[src/rtl/exhaustive_stim_capture_if.sv]
// rtl/exhaustive_stim_capture_if.sv - record stream bundle between the capture engine and its log/compare sink
interface exhaustive_stim_capture_if #(
    parameter int DATA_W = 7
);
    logic              rec_valid;
    logic              rec_ready;
    logic [DATA_W-1:0] rec_data;
    logic              rec_last;

    modport master (
        output rec_valid,
        output rec_data,
        output rec_last,
        input  rec_ready
    );

    modport slave (
        input  rec_valid,
        input  rec_data,
        input  rec_last,
        output rec_ready
    );
endinterface

[src/rtl/exhaustive_stim_capture.sv]
// rtl/exhaustive_stim_capture.sv - exhaustive stimulus sweep with per-pattern response capture; optional MISR under STIM_MISR_EN
module exhaustive_stim_capture #(
    parameter int N_IN   = 6,
    parameter int N_OUT  = 1,
    parameter int SETTLE = 1,
    parameter int ORDER  = 0
`ifdef STIM_MISR_EN
    ,
    parameter int               SIG_W    = 16,
    parameter logic [SIG_W-1:0] SIG_POLY = SIG_W'(16'h1021)
`endif
) (
    input  logic                 CK,
    input  logic                 reset,
    input  logic                 start_i,
    input  logic                 abort_i,
    output logic                 busy_o,
    output logic                 done_o,
    output logic [N_IN-1:0]      stim_o,
    input  logic [N_OUT-1:0]     dut_out_i,
`ifdef STIM_MISR_EN
    output logic [SIG_W-1:0]     signature_o,
`endif
    exhaustive_stim_capture_if.master rec
);

    localparam int REC_W = N_IN + N_OUT;
    localparam int CNT_W = (SETTLE > 1) ? $clog2(SETTLE) : 1;
    localparam logic [CNT_W-1:0] CNT_INIT = CNT_W'(SETTLE - 1);

    typedef enum logic [1:0] {
        S_IDLE,
        S_SETTLE,
        S_EMIT,
        S_DONE
    } state_t;

    state_t             state_q;
    logic [N_IN-1:0]    idx_q;
    logic [N_IN-1:0]    stim_q;
    logic [CNT_W-1:0]   cnt_q;
    logic               busy_q;
    logic               done_q;
    logic               valid_q;
    logic [REC_W-1:0]   data_q;
    logic               last_q;
    logic [N_IN-1:0]    idx_d;
`ifdef STIM_MISR_EN
    logic [SIG_W-1:0]   sig_q;
`endif

    // Index-to-pattern mapping: plain binary count or reflected Gray code
    function automatic logic [N_IN-1:0] map_idx(input logic [N_IN-1:0] i);
        return (ORDER != 0) ? (i ^ (i >> 1)) : i;
    endfunction

    assign idx_d = idx_q + N_IN'(1);

    // Sweep sequencer: reset beats abort beats start; all outputs come straight from registers
    always_ff @(posedge CK) begin
        if (reset) begin
            state_q <= S_IDLE;
            idx_q   <= '0;
            stim_q  <= '0;
            cnt_q   <= '0;
            busy_q  <= 1'b0;
            done_q  <= 1'b0;
            valid_q <= 1'b0;
            data_q  <= '0;
            last_q  <= 1'b0;
`ifdef STIM_MISR_EN
            sig_q   <= '0;
`endif
        end else if (abort_i) begin
            state_q <= S_IDLE;
            idx_q   <= '0;
            stim_q  <= '0;
            cnt_q   <= '0;
            busy_q  <= 1'b0;
            done_q  <= 1'b0;
            valid_q <= 1'b0;
            last_q  <= 1'b0;
        end else begin
            case (state_q)
                S_IDLE, S_DONE: begin
                    if (start_i) begin
                        idx_q   <= '0;
                        stim_q  <= map_idx('0);
                        cnt_q   <= CNT_INIT;
                        busy_q  <= 1'b1;
                        done_q  <= 1'b0;
`ifdef STIM_MISR_EN
                        sig_q   <= '0;
`endif
                        state_q <= S_SETTLE;
                    end
                end
                S_SETTLE: begin
                    // Sample only once the DUT has had SETTLE cycles to respond to stim
                    if (cnt_q == '0) begin
                        data_q  <= {stim_q, dut_out_i};
                        valid_q <= 1'b1;
                        last_q  <= &idx_q;
                        state_q <= S_EMIT;
                    end else begin
                        cnt_q <= cnt_q - CNT_W'(1);
                    end
                end
                S_EMIT: begin
                    // Everything holds while the sink back-pressures
                    if (rec.rec_ready) begin
                        valid_q <= 1'b0;
`ifdef STIM_MISR_EN
                        sig_q   <= (sig_q << 1) ^ (sig_q[SIG_W-1] ? SIG_POLY : '0) ^ SIG_W'(data_q);
`endif
                        if (last_q) begin
                            last_q  <= 1'b0;
                            busy_q  <= 1'b0;
                            done_q  <= 1'b1;
                            state_q <= S_DONE;
                        end else begin
                            idx_q   <= idx_d;
                            stim_q  <= map_idx(idx_d);
                            cnt_q   <= CNT_INIT;
                            state_q <= S_SETTLE;
                        end
                    end
                end
                default: state_q <= S_IDLE;
            endcase
        end
    end

    assign busy_o        = busy_q;
    assign done_o        = done_q;
    assign stim_o        = stim_q;
    assign rec.rec_valid = valid_q;
    assign rec.rec_data  = data_q;
    assign rec.rec_last  = last_q;
`ifdef STIM_MISR_EN
    assign signature_o   = sig_q;
`endif

endmodule
[src/flat_wrapper.sv]
// flat-port wrapper written by rule: the top's interface ports become plain ports
module exhaustive_stim_capture_flat 
#(
    parameter int N_IN   = 6,
    parameter int N_OUT  = 1,
    parameter int SETTLE = 1,
    parameter int ORDER  = 0

)
  (CK, reset, start_i, abort_i, busy_o, done_o, stim_o, dut_out_i, rec_rec_valid, rec_rec_data, rec_rec_last, rec_rec_ready);
  exhaustive_stim_capture_if rec_i ();
  input  logic CK;
  input  logic reset;
  input  logic start_i;
  input  logic abort_i;
  output logic busy_o;
  output logic done_o;
  output logic [N_IN-1:0] stim_o;
  input  logic [N_OUT-1:0] dut_out_i;
  output wire logic [$bits(rec_i.rec_valid)-1:0] rec_rec_valid;
  output wire logic [$bits(rec_i.rec_data)-1:0] rec_rec_data;
  output wire logic [$bits(rec_i.rec_last)-1:0] rec_rec_last;
  input wire logic [$bits(rec_i.rec_ready)-1:0] rec_rec_ready;
  assign rec_rec_valid = rec_i.rec_valid;
  assign rec_rec_data = rec_i.rec_data;
  assign rec_rec_last = rec_i.rec_last;
  assign rec_i.rec_ready = rec_rec_ready;
  exhaustive_stim_capture #(.N_IN(N_IN), .N_OUT(N_OUT), .SETTLE(SETTLE), .ORDER(ORDER)) u_core (.CK(CK), .reset(reset), .start_i(start_i), .abort_i(abort_i), .busy_o(busy_o), .done_o(done_o), .stim_o(stim_o), .dut_out_i(dut_out_i), .rec(rec_i));
endmodule
[config.mk]
export PLATFORM = sky130hd
export DESIGN_NAME = exhaustive_stim_capture_flat
export DESIGN_NICKNAME = d
export VERILOG_FILES = /design/src/rtl/exhaustive_stim_capture_if.sv /design/src/rtl/exhaustive_stim_capture.sv /design/src/flat_wrapper.sv
export SDC_FILE = /design/constraint.sdc
export NUM_CORES = 1
export LEC_CHECK = 0
export CORE_ASPECT_RATIO = 1.4
export CORE_MARGIN = 2
export CORE_UTILIZATION = 47
export DETAILED_ROUTE_END_ITERATION = 16
export GPL_TIMING_DRIVEN = 1
export HOLD_SLACK_MARGIN = 0.15
export PLACE_DENSITY = 0.81
export SLEW_MARGIN = 20
export SYNTH_ARGS = -nofsm -noshare
export SYNTH_HDL_FRONTEND = slang
export SYNTH_SLANG_ARGS = --single-unit
[constraint.sdc]
create_clock -name CK -period 2.25 [get_ports CK]
set_input_delay 0.45 -clock CK [delete_from_list [all_inputs] [get_ports CK]]
set_output_delay 0.45 -clock CK [all_outputs]
set_load 0.005 [all_outputs]
==> results.json, run 1 <==
{
  "clkLatencyLatePin_ns": 0.30,
  "grt_pass1_wl_um": 3000,
  "regToRegSetupSlack_ns": 0.39,
  "timing.rr.end": "u_core.idx_q[1]",
  "detail_route.iter0.violations": 10,
  "grt_pass1_vias": 730,
  "power_frac_comb_pct": 9.6,
  "boundaryPins": 23,
  "syn_area_per_cell_um2": 9.44,
  "drive_gt1_share_pct": 8.47,
  "yosysSeqAreaShare_pct": 42.4,
  "hold-path-cell-count": 2,
  "die-area_mm2": 0.00228,
  "route.detailed.drc": 0,
  "via_per_inst": 5.43,
  "place_congestion": 0.777,
  "min_from": "u_core.done_o",
  "reg2regPathDepth": 6,
  "layout_common_cells": "clkdlybuf4s50_1 (22), nor2_1 (19), dfxtp_1 (19)",
  "drt-total-wl_um": 1820,
  "final_util_pct": 65.1,
  "period_minus_slack_ns": 1.86,
  "core_area_mm2": 0.00178,
  "tritoncts": "yes",
  "firstDrtPassIters": 4,
  "start_util_pct": 50.4,
  "clockBufferDepth": 2,
  "worstPathRequired_ns": 2.43,
  "synth_edf_count": 0,
  "yosysWarnings": 0,
  "grt_overflow": 0,
  "htree_levels": 1,
  "die_h_um": 55.7,
  "min_to": "u_core.done_o",
  "hold_viol_final": 0,
  "netlist_instances": 95,
  "post_cts_resized": 0,
  "yosys_most_used_dff": "dfxtp_1",
  "clkSinkCount": 19,
  "r2r_start": "u_core.state_q[0]",
  "grtUsageTotal_pct": 18.7,
  "relSlewSlack_pct": 62.6,
  "internal-power_uw": 432,
  "worstPathArrival_ns": 2.04,
  "syn-cell-area_um2": 897,
  "fin_crit_sh_pct": 82.5,
  "cts_buffers": 3,
  "port_buffers": 22,
  "power_frac_seq_pct": 59.9,
  "synth_cell_type_count": 25,
  "tightestPinTransition_ns": 0.559,
  "hpwl_um": 1410,
  "hold_class": "reg -> reg",
  "finClkSkew_ns": 0.000585,
  "critPathKind": "reg -> reg",
  "cp_max_fo": 11,
  "cts_setup_buffers": 0,
  "grt_max_degree": 12,
  "fmax_ghz": 0.539,
  "async_flop_share_pct": 0,
  "cap_violations": 0,
  "fin_cells": 138,
  "status": "finished clean",
  "holdBufCountCts": 0,
  "final_common_cell": "clkdlybuf4s50_1",
  "nets": 130,
  "rsz0062_at_grt": "no",
  "insertedDiodeCount": 0,
  "switching_share_pct": 24.2,
  "fill_cells": 164,
  "path_clk_slew_ns": 0.11,
  "cp-end-kind": "flop",
  "via_count": 749,
  "finalSetupViolations": 0,
  "wire_per_inst_um": 13.2,
  "power_switching_uw": 138,
  "cts-root-buf": "clkbuf_4",
  "max-vdd-ir-drop_mv": 0.340,
  "rows": 18,
  "p_per_area_mw_per_mm2": 492,
  "p_leak_uw": 0.000447,
  "synth-seq-cells": 19,
  "clock_power_share_pct": 30.4,
  "tns_ns": 0,
  "dp.cells": 134,
  "antenna_found_initial": 0,
  "syn2layout_area_growth_pct": 29.1,
  "syn_nets": 106,
  "die_width_um": 40.9,
  "ant_nets": 0,
  "slew_violations": 0,
  "critPathLaunchType": "flop"
}
-- flip-flops by register name (all words and copies together), names as in the netlist --
signal / count
u_core.idx_q: 6
u_core.rec.rec_data: 7
u_core.rec.rec_last: 1
u_core.state_q: 2
u_core.rec.rec_valid: 1
u_core.busy_o: 1
u_core.done_o: 1
-- synth_stat cells, types with 2 or more instances --
master	n	area (um^2)
a21oi_1	4	20.0
buf_2	2	10.0
nand2_1	4	15.0
ha_1	5	62.6
nor2_1	19	71.3
nand3_1	3	15.0
dfxtp_1	19	380
mux2i_1	10	100
a211oi_1	6	45.0
inv_1	5	18.8
xnor2_1	4	35.0
-- layer usage --
metal | vias to the layer above | track usage [%] | share of wire (%)
met5 | - | 0 | 0
met4 | 0 | 9.52 | 0.66
met3 | 4 | 3.60 | 4.7
met2 | 21 | 31.7 | 53
met1 | 357 | 20.1 | 41
li1 | 367 | - | -
-- logic make-up (layout without fill, tap and decap cells) --
logic type,after synthesis,in the layout,share of synthesized area (%)
multiplexers,12,12,13.9
AO/OA/AOI/OAI,14,14,13.0
AND/OR/NAND/NOR,32,32,15.6
XOR/XNOR,4,4,3.90
adder cells (fa/ha/maj),5,5,6.97
flip-flops,19,19,42.4
buffers and inverters,9,32,4.18
-- through the flow --
step                      area, um^2  worst slack (ns)  hold WS, ns  total power (uW)
after floorplan                  897             0.662        0.461               383
after global placement          1130             0.443        0.461               402
after detailed placement        1130             0.367        0.465               404
after CTS                       1160             0.426        0.492               579
after global routing            1160             0.273        0.510               596
final                           1160             0.393        0.490               570
-- worst max-delay path by stage --
| stage | depth (start not counted) | end | slack [ns] | start |
|---|---|---|---|---|
| floorplan | 6 | u_core.idx_q[1] | 0.66 | u_core.state_q[0] |
| global route | 6 | u_core.idx_q[1] | 0.27 | u_core.state_q[0] |
| CTS | 6 | u_core.idx_q[0] | 0.43 | u_core.state_q[0] |
| detailed placement | 5 | u_core.idx_q[1] | 0.37 | start_i |
| finish | 6 | u_core.idx_q[1] | 0.39 | u_core.state_q[0] |
| global placement | 5 | u_core.idx_q[1] | 0.44 | start_i |
-- cell type report --
class                   instances  area [um^2]  area share [%]
clock buffers                   3         22.5            1.94
clock inverters                 1         5.00           0.432
inverters                       5         18.8            1.62
multi-input cells              67          479            41.4
flip-flops and latches         19          380            32.8
well taps                      20         25.0            2.16
repair buffers                 23          228            19.7
-- critical path, cell delays in order (launching register included) --
cell,delay (ns)
dfxtp_1,0.35
inv_1,0.09
ha_1,0.43
mux2i_2,0.24
a21oi_1,0.34
mux2i_1,0.23
nor2_1,0.05
-- power by group through the flow --
stage                     Combinational (uW)  Sequential (uW)  Clock (uW)
after floorplan                         33.7              349           0
after global placement                  53.3              349           0
after detailed placement                54.9              349           0
after CTS                               55.1              342         182
after global routing                    59.9              342         193
final                                   54.8              342         173
Note: power is estimated with default switching activity, not from simulation.
==> run 2, diff against run 1 <==
==> constraint.sdc (replaced) <==
create_clock -name CK -period 1.8 [get_ports CK]
set_input_delay 0.36 -clock CK [delete_from_list [all_inputs] [get_ports CK]]
set_output_delay 0.36 -clock CK [all_outputs]
set_load 0.005 [all_outputs]
==> results.json, run 2 (synthesis results as in run 1) <==
{
  "status": "finished clean",
  "critPathKind": "reg -> out",
  "rsz0062_at_grt": "no",
  "stdcell_area_mm2": 0.00120,
  "reg2regPathDepth": 6,
  "path_clk_slew_ns": 0.10,
  "r2r_start": "u_core.state_q[0]",
  "min_to": "u_core.done_o",
  "internal-power_uw": 545,
  "hold_viol_final": 0,
  "core_area_mm2": 0.00178,
  "slew_violations": 0,
  "grt_pass1_wl_um": 2900,
  "final_util_pct": 67.2,
  "power_frac_seq_pct": 59.6,
  "seq_area_um2": 380,
  "max-vdd-ir-drop_mv": 0.554,
  "route.detailed.drc": 0,
  "hold_class": "reg -> reg",
  "drt-total-wl_um": 1770,
  "insertedDiodeCount": 0,
  "tns_ns": 0,
  "final_common_cell": "clkdlybuf4s50_1",
  "cp_num_buf_inv": 1,
  "fin_crit_sh_pct": 93.0,
  "clkSinkCount": 19,
  "slowest_delay_ns": 0.56,
  "critPathTopFamily": "buffers and inverters",
  "regToRegSetupSlack_ns": 0.13,
  "crit_chain": "clkdlybuf4s50_1",
  "detail_route.iter0.violations": 7,
  "grt_max_degree": 12,
  "critPathLaunchType": "flop",
  "rows": 18,
  "hold-path-cell-count": 2,
  "largest_reg_flops": 7,
  "fill_cells": 154,
  "antenna_found_initial": 0,
  "nets": 133,
  "cp_slowest_cell": "clkdlybuf4s50_1",
  "syn2layout_area_growth_pct": 33.3,
  "clkLatencyLatePin_ns": 0.29,
  "wire_per_inst_um": 12.5,
  "p_per_area_mw_per_mm2": 599,
  "ant_nets": 0,
  "tightestPinTransition_ns": 0.438,
  "worstPathArrival_ns": 1.31,
  "die-area_mm2": 0.00228,
  "grt_pass1_vias": 686,
  "p_leak_uw": 0.000462,
  "cp_max_fo": 7,
  "drive_gt1_share_pct": 12.4,
  "power_switching_uw": 171,
  "tritoncts": "yes",
  "switching_share_pct": 23.9,
  "cp-end-kind": "output pin",
  "relSlewSlack_pct": 70.8,
  "via_per_inst": 5.23,
  "cts-root-buf": "clkbuf_4",
  "cap_violations": 0,
  "grtUsageTotal_pct": 18.3,
  "boundaryPins": 23,
  "die_h_um": 55.7,
  "grt_overflow": 0,
  "finalSetupViolations": 0,
  "fmax_ghz": 0.598,
  "htree_levels": 1,
  "start_util_pct": 50.4,
  "via_count": 737,
  "layout_common_cells": "clkdlybuf4s50_1 (22), nor2_1 (19), dfxtp_1 (19)",
  "die_width_um": 40.9,
  "hpwl_um": 1420,
  "power_frac_comb_pct": 10.6,
  "worstPathRequired_ns": 1.44,
  "cts_buffers": 3,
  "placedInstanceArea_mm2": 0.00115,
  "clockBufferDepth": 2,
  "firstDrtPassIters": 4,
  "timing.rr.end": "u_core.idx_q[5]",
  "place_congestion": 0.799,
  "finClkSkew_ns": 0.000597,
  "multi_input_area_um2": 494,
  "period_minus_slack_ns": 1.67,
  "clock_power_share_pct": 29.8,
  "min_from": "u_core.done_o",
  "port_buffers": 22
}
## run 2: cell count changes in the layout (fill, tap and decap cells not counted), sizes merged
cell	delta
buf	+3
## run 2: cell type report
class	instances	area share [%]
multi-input cells	67	41.3
well taps	20	2.09
flip-flops and latches	19	31.8
repair buffers	26	20.9
inverters	5	1.57
clock inverters	1	0.418
clock buffers	3	1.88
## run 2: worst max-delay path by stage
stage / cells after the start / slack (ns) / end / startpoint
6_report: 1 / 0.13 / stim_o[0] / u_core.idx_q[0]
5_1_grt: 6 / 0.02 / u_core.idx_q[5] / u_core.state_q[0]
4_1_cts: 6 / 0.03 / u_core.idx_q[0] / u_core.state_q[0]
3_5_place_dp: 5 / 0.06 / u_core.idx_q[5] / rec_rec_ready
3_3_place_gp: 5 / 0.11 / u_core.idx_q[5] / rec_rec_ready
2_1_floorplan: 6 / 0.21 / u_core.idx_q[1] / u_core.state_q[0]
## run 2: worst register-to-register path: stages, from the launching register on
cell       delay, ns
dfxtp_1         0.39
inv_1           0.08
ha_2            0.33
mux2i_4         0.23
a2111oi_4       0.31
xnor2_1         0.18
nor2_2          0.05
## run 2: what timing repair did
action | CTS | global route
gates resized for setup | 0 | 3
buffers inserted | 0 | 0
setup endpoints to repair | 0 | 6
hold buffers | 0 | 0
## run 2: per-stage QoR
| step | setup WS [ns] | instances | hold slack [ns] | power (uW) |
|---|---|---|---|---|
| after floorplan | 0.212 | 95 | 0.461 | 479 |
| after global placement | 0.107 | 137 | 0.463 | 507 |
| after detailed placement | 0.0605 | 137 | 0.473 | 509 |
| after CTS | 0.0325 | 141 | 0.499 | 721 |
| after global routing | 0.0184 | 141 | 0.544 | 748 |
| final | 0.127 | 141 | 0.491 | 716 |
## run 2: per-layer routing
| layer | GRT usage [%] | routed length, um | vias to the layer above |
|---|---|---|---|
| li1 | - | - | 374 |
| met1 | 20.2 | 715 | 342 |
| met2 | 30.8 | 958 | 17 |
| met3 | 2.40 | 61 | 4 |
| met4 | 10.0 | 33 | 0 |
| met5 | 0 | 0 | - |
## run 2: power groups by stage
| stage | Combinational [uW] | Sequential [uW] | Clock (uW) |
|---|---|---|---|
| after global routing | 83.4 | 428 | 237 |
| after floorplan | 42.2 | 437 | 0 |
| final | 75.6 | 427 | 213 |
| after global placement | 70.1 | 437 | 0 |
| after detailed placement | 72.0 | 437 | 0 |
| after CTS | 72.5 | 427 | 221 |
==> run 3, diff against run 2 <==
--- a/config.mk
+++ b/config.mk
@@ -8,6 +8,7 @@
 export CORE_ASPECT_RATIO = 1.4
 export CORE_MARGIN = 2
 export CORE_UTILIZATION = 47
+export CTS_BUF_LIST = sky130_fd_sc_hd__clkbuf_16
 export DETAILED_ROUTE_END_ITERATION = 16
 export GPL_TIMING_DRIVEN = 1
 export HOLD_SLACK_MARGIN = 0.15
==> results.json, run 3 (synthesis results as in run 1) <==
{
  "detail_route.wirelength.met1_um": 709,
  "cts_setup_buffers": 0,
  "setup_slack_ns": 0.117,
  "fill_cells": 152,
  "period_minus_slack_ns": 1.68,
  "finClkSkew_ns": 0.00110,
  "clockBufferDepth": 2,
  "detail_route.iter0.violations": 11,
  "path_clk_slew_ns": 0.05,
  "hpwl_um": 1420,
  "multi_input_area_um2": 494,
  "die-area_mm2": 0.00228,
  "fin_cells": 141,
  "relSlewSlack_pct": 71.7,
  "largest_reg_flops": 7,
  "die_width_um": 40.9,
  "place_congestion": 0.799,
  "routed.top_layer": "met4",
  "post_cts_resized": 0,
  "worstPathRequired_ns": 1.94,
  "finalSetupViolations": 0,
  "hold_viol_final": 0,
  "tightestPinTransition_ns": 0.424,
  "wire_per_inst_um": 13.3,
  "crit_chain": "inv_1, ha_2, mux2i_4, a2111oi_4, xnor2_1, nor2_2",
  "clkSinkCount": 19,
  "holdBufCountCts": 0,
  "via_count": 749,
  "status": "finished clean",
  "max-vdd-ir-drop_mv": 0.670,
  "worstPathArrival_ns": 1.82,
  "p_leak_uw": 0.000485,
  "cts-root-buf": "clkbuf_16",
  "rsz0062_at_grt": "no",
  "clkLatencyLatePin_ns": 0.25,
  "drive_gt1_share_pct": 12.4,
  "slowest_delay_ns": 0.37,
  "cp_max_fo": 6,
  "cp_slowest_cell": "dfxtp_1",
  "layout_common_cells": "clkdlybuf4s50_1 (22), nor2_1 (19), dfxtp_1 (19)",
  "antenna_found_initial": 0,
  "slew_violations": 0,
  "critPathLaunchType": "flop",
  "fin_crit_sh_pct": 93.5,
  "ant_nets": 0,
  "grt_max_degree": 12,
  "cp-end-kind": "flop",
  "fin_hold_ws_ns": 0.485,
  "tritoncts": "yes",
  "route.detailed.drc": 0,
  "drt-total-wl_um": 1870,
  "hold_class": "reg -> reg",
  "grtUsageTotal_pct": 19.6,
  "boundaryPins": 23,
  "htree_levels": 1,
  "port_buffers": 22,
  "grt_pass1_vias": 734,
  "dp.cells": 137,
  "critPathKind": "reg -> reg",
  "cts_buffers": 3,
  "syn2layout_area_growth_pct": 39.2,
  "p_per_area_mw_per_mm2": 759,
  "start_util_pct": 50.4,
  "cap_violations": 0,
  "dr_wl_met2_um": 1050,
  "dp_slack_ns": 0.0605,
  "grt_pass1_wl_um": 3080,
  "die_h_um": 55.7,
  "insertedDiodeCount": 0,
  "tns_ns": 0,
  "fmax_ghz": 0.594,
  "firstDrtPassIters": 4,
  "core_area_mm2": 0.00178,
  "via_per_inst": 5.31,
  "seq_area_um2": 380,
  "rows": 18,
  "total_power_uw": 947,
  "regToRegSetupSlack_ns": 0.12,
  "final_common_cell": "clkdlybuf4s50_1",
  "nets": 133,
  "wl_met3_um": 78,
  "grt_overflow": 0
}
==> run 3: cell type report <==
type	instances	share of cell area, %
inverters	5	1.50
clock inverters	1	0.401
flip-flops and latches	19	30.5
clock buffers	3	6.01
repair buffers	26	20.0
multi-input cells	67	39.6
well taps	20	2.00
==> run 3: worst max-delay path, delay by kind of cell (launching register included) <==
kind / cells / cell delay (ns)
flops: 1 / 0.37
xor+xnor: 1 / 0.19
mux: 1 / 0.23
simple gates: 1 / 0.05
compound gates: 1 / 0.30
fa+ha+maj: 1 / 0.33
buf+inv: 1 / 0.08
==> run 3: power breakdown <==
group          internal, uW  switching [uW]
logic                  37.8            38.0
clock network           297             146
registers               425            2.80
==> run 3: per-layer routing <==
layer	vias up	track usage (%)
met4	0	8.57
met2	19	34.6
met1	352	20.2
li1	374	-
met5	-	0
met3	4	3.60
==> run 3: per-stage QoR <==
step | util [%] | area (um^2)
6_report | 70.2 | 1250
5_1_grt | 70.2 | 1250
3_3_place_gp | 64.8 | 1150
3_5_place_dp | 64.8 | 1150
2_1_floorplan | - | 897
4_1_cts | 69.3 | 1230
==> run 3: final timing paths <==
check | start | to | cells after the start
setup / recovery | u_core.state_q[0] | u_core.idx_q[5] | 6
hold / removal | u_core.done_o | u_core.done_o | 2
setup reg to reg | u_core.state_q[0] | u_core.idx_q[5] | 6
hold reg to reg | u_core.done_o | u_core.done_o | 2
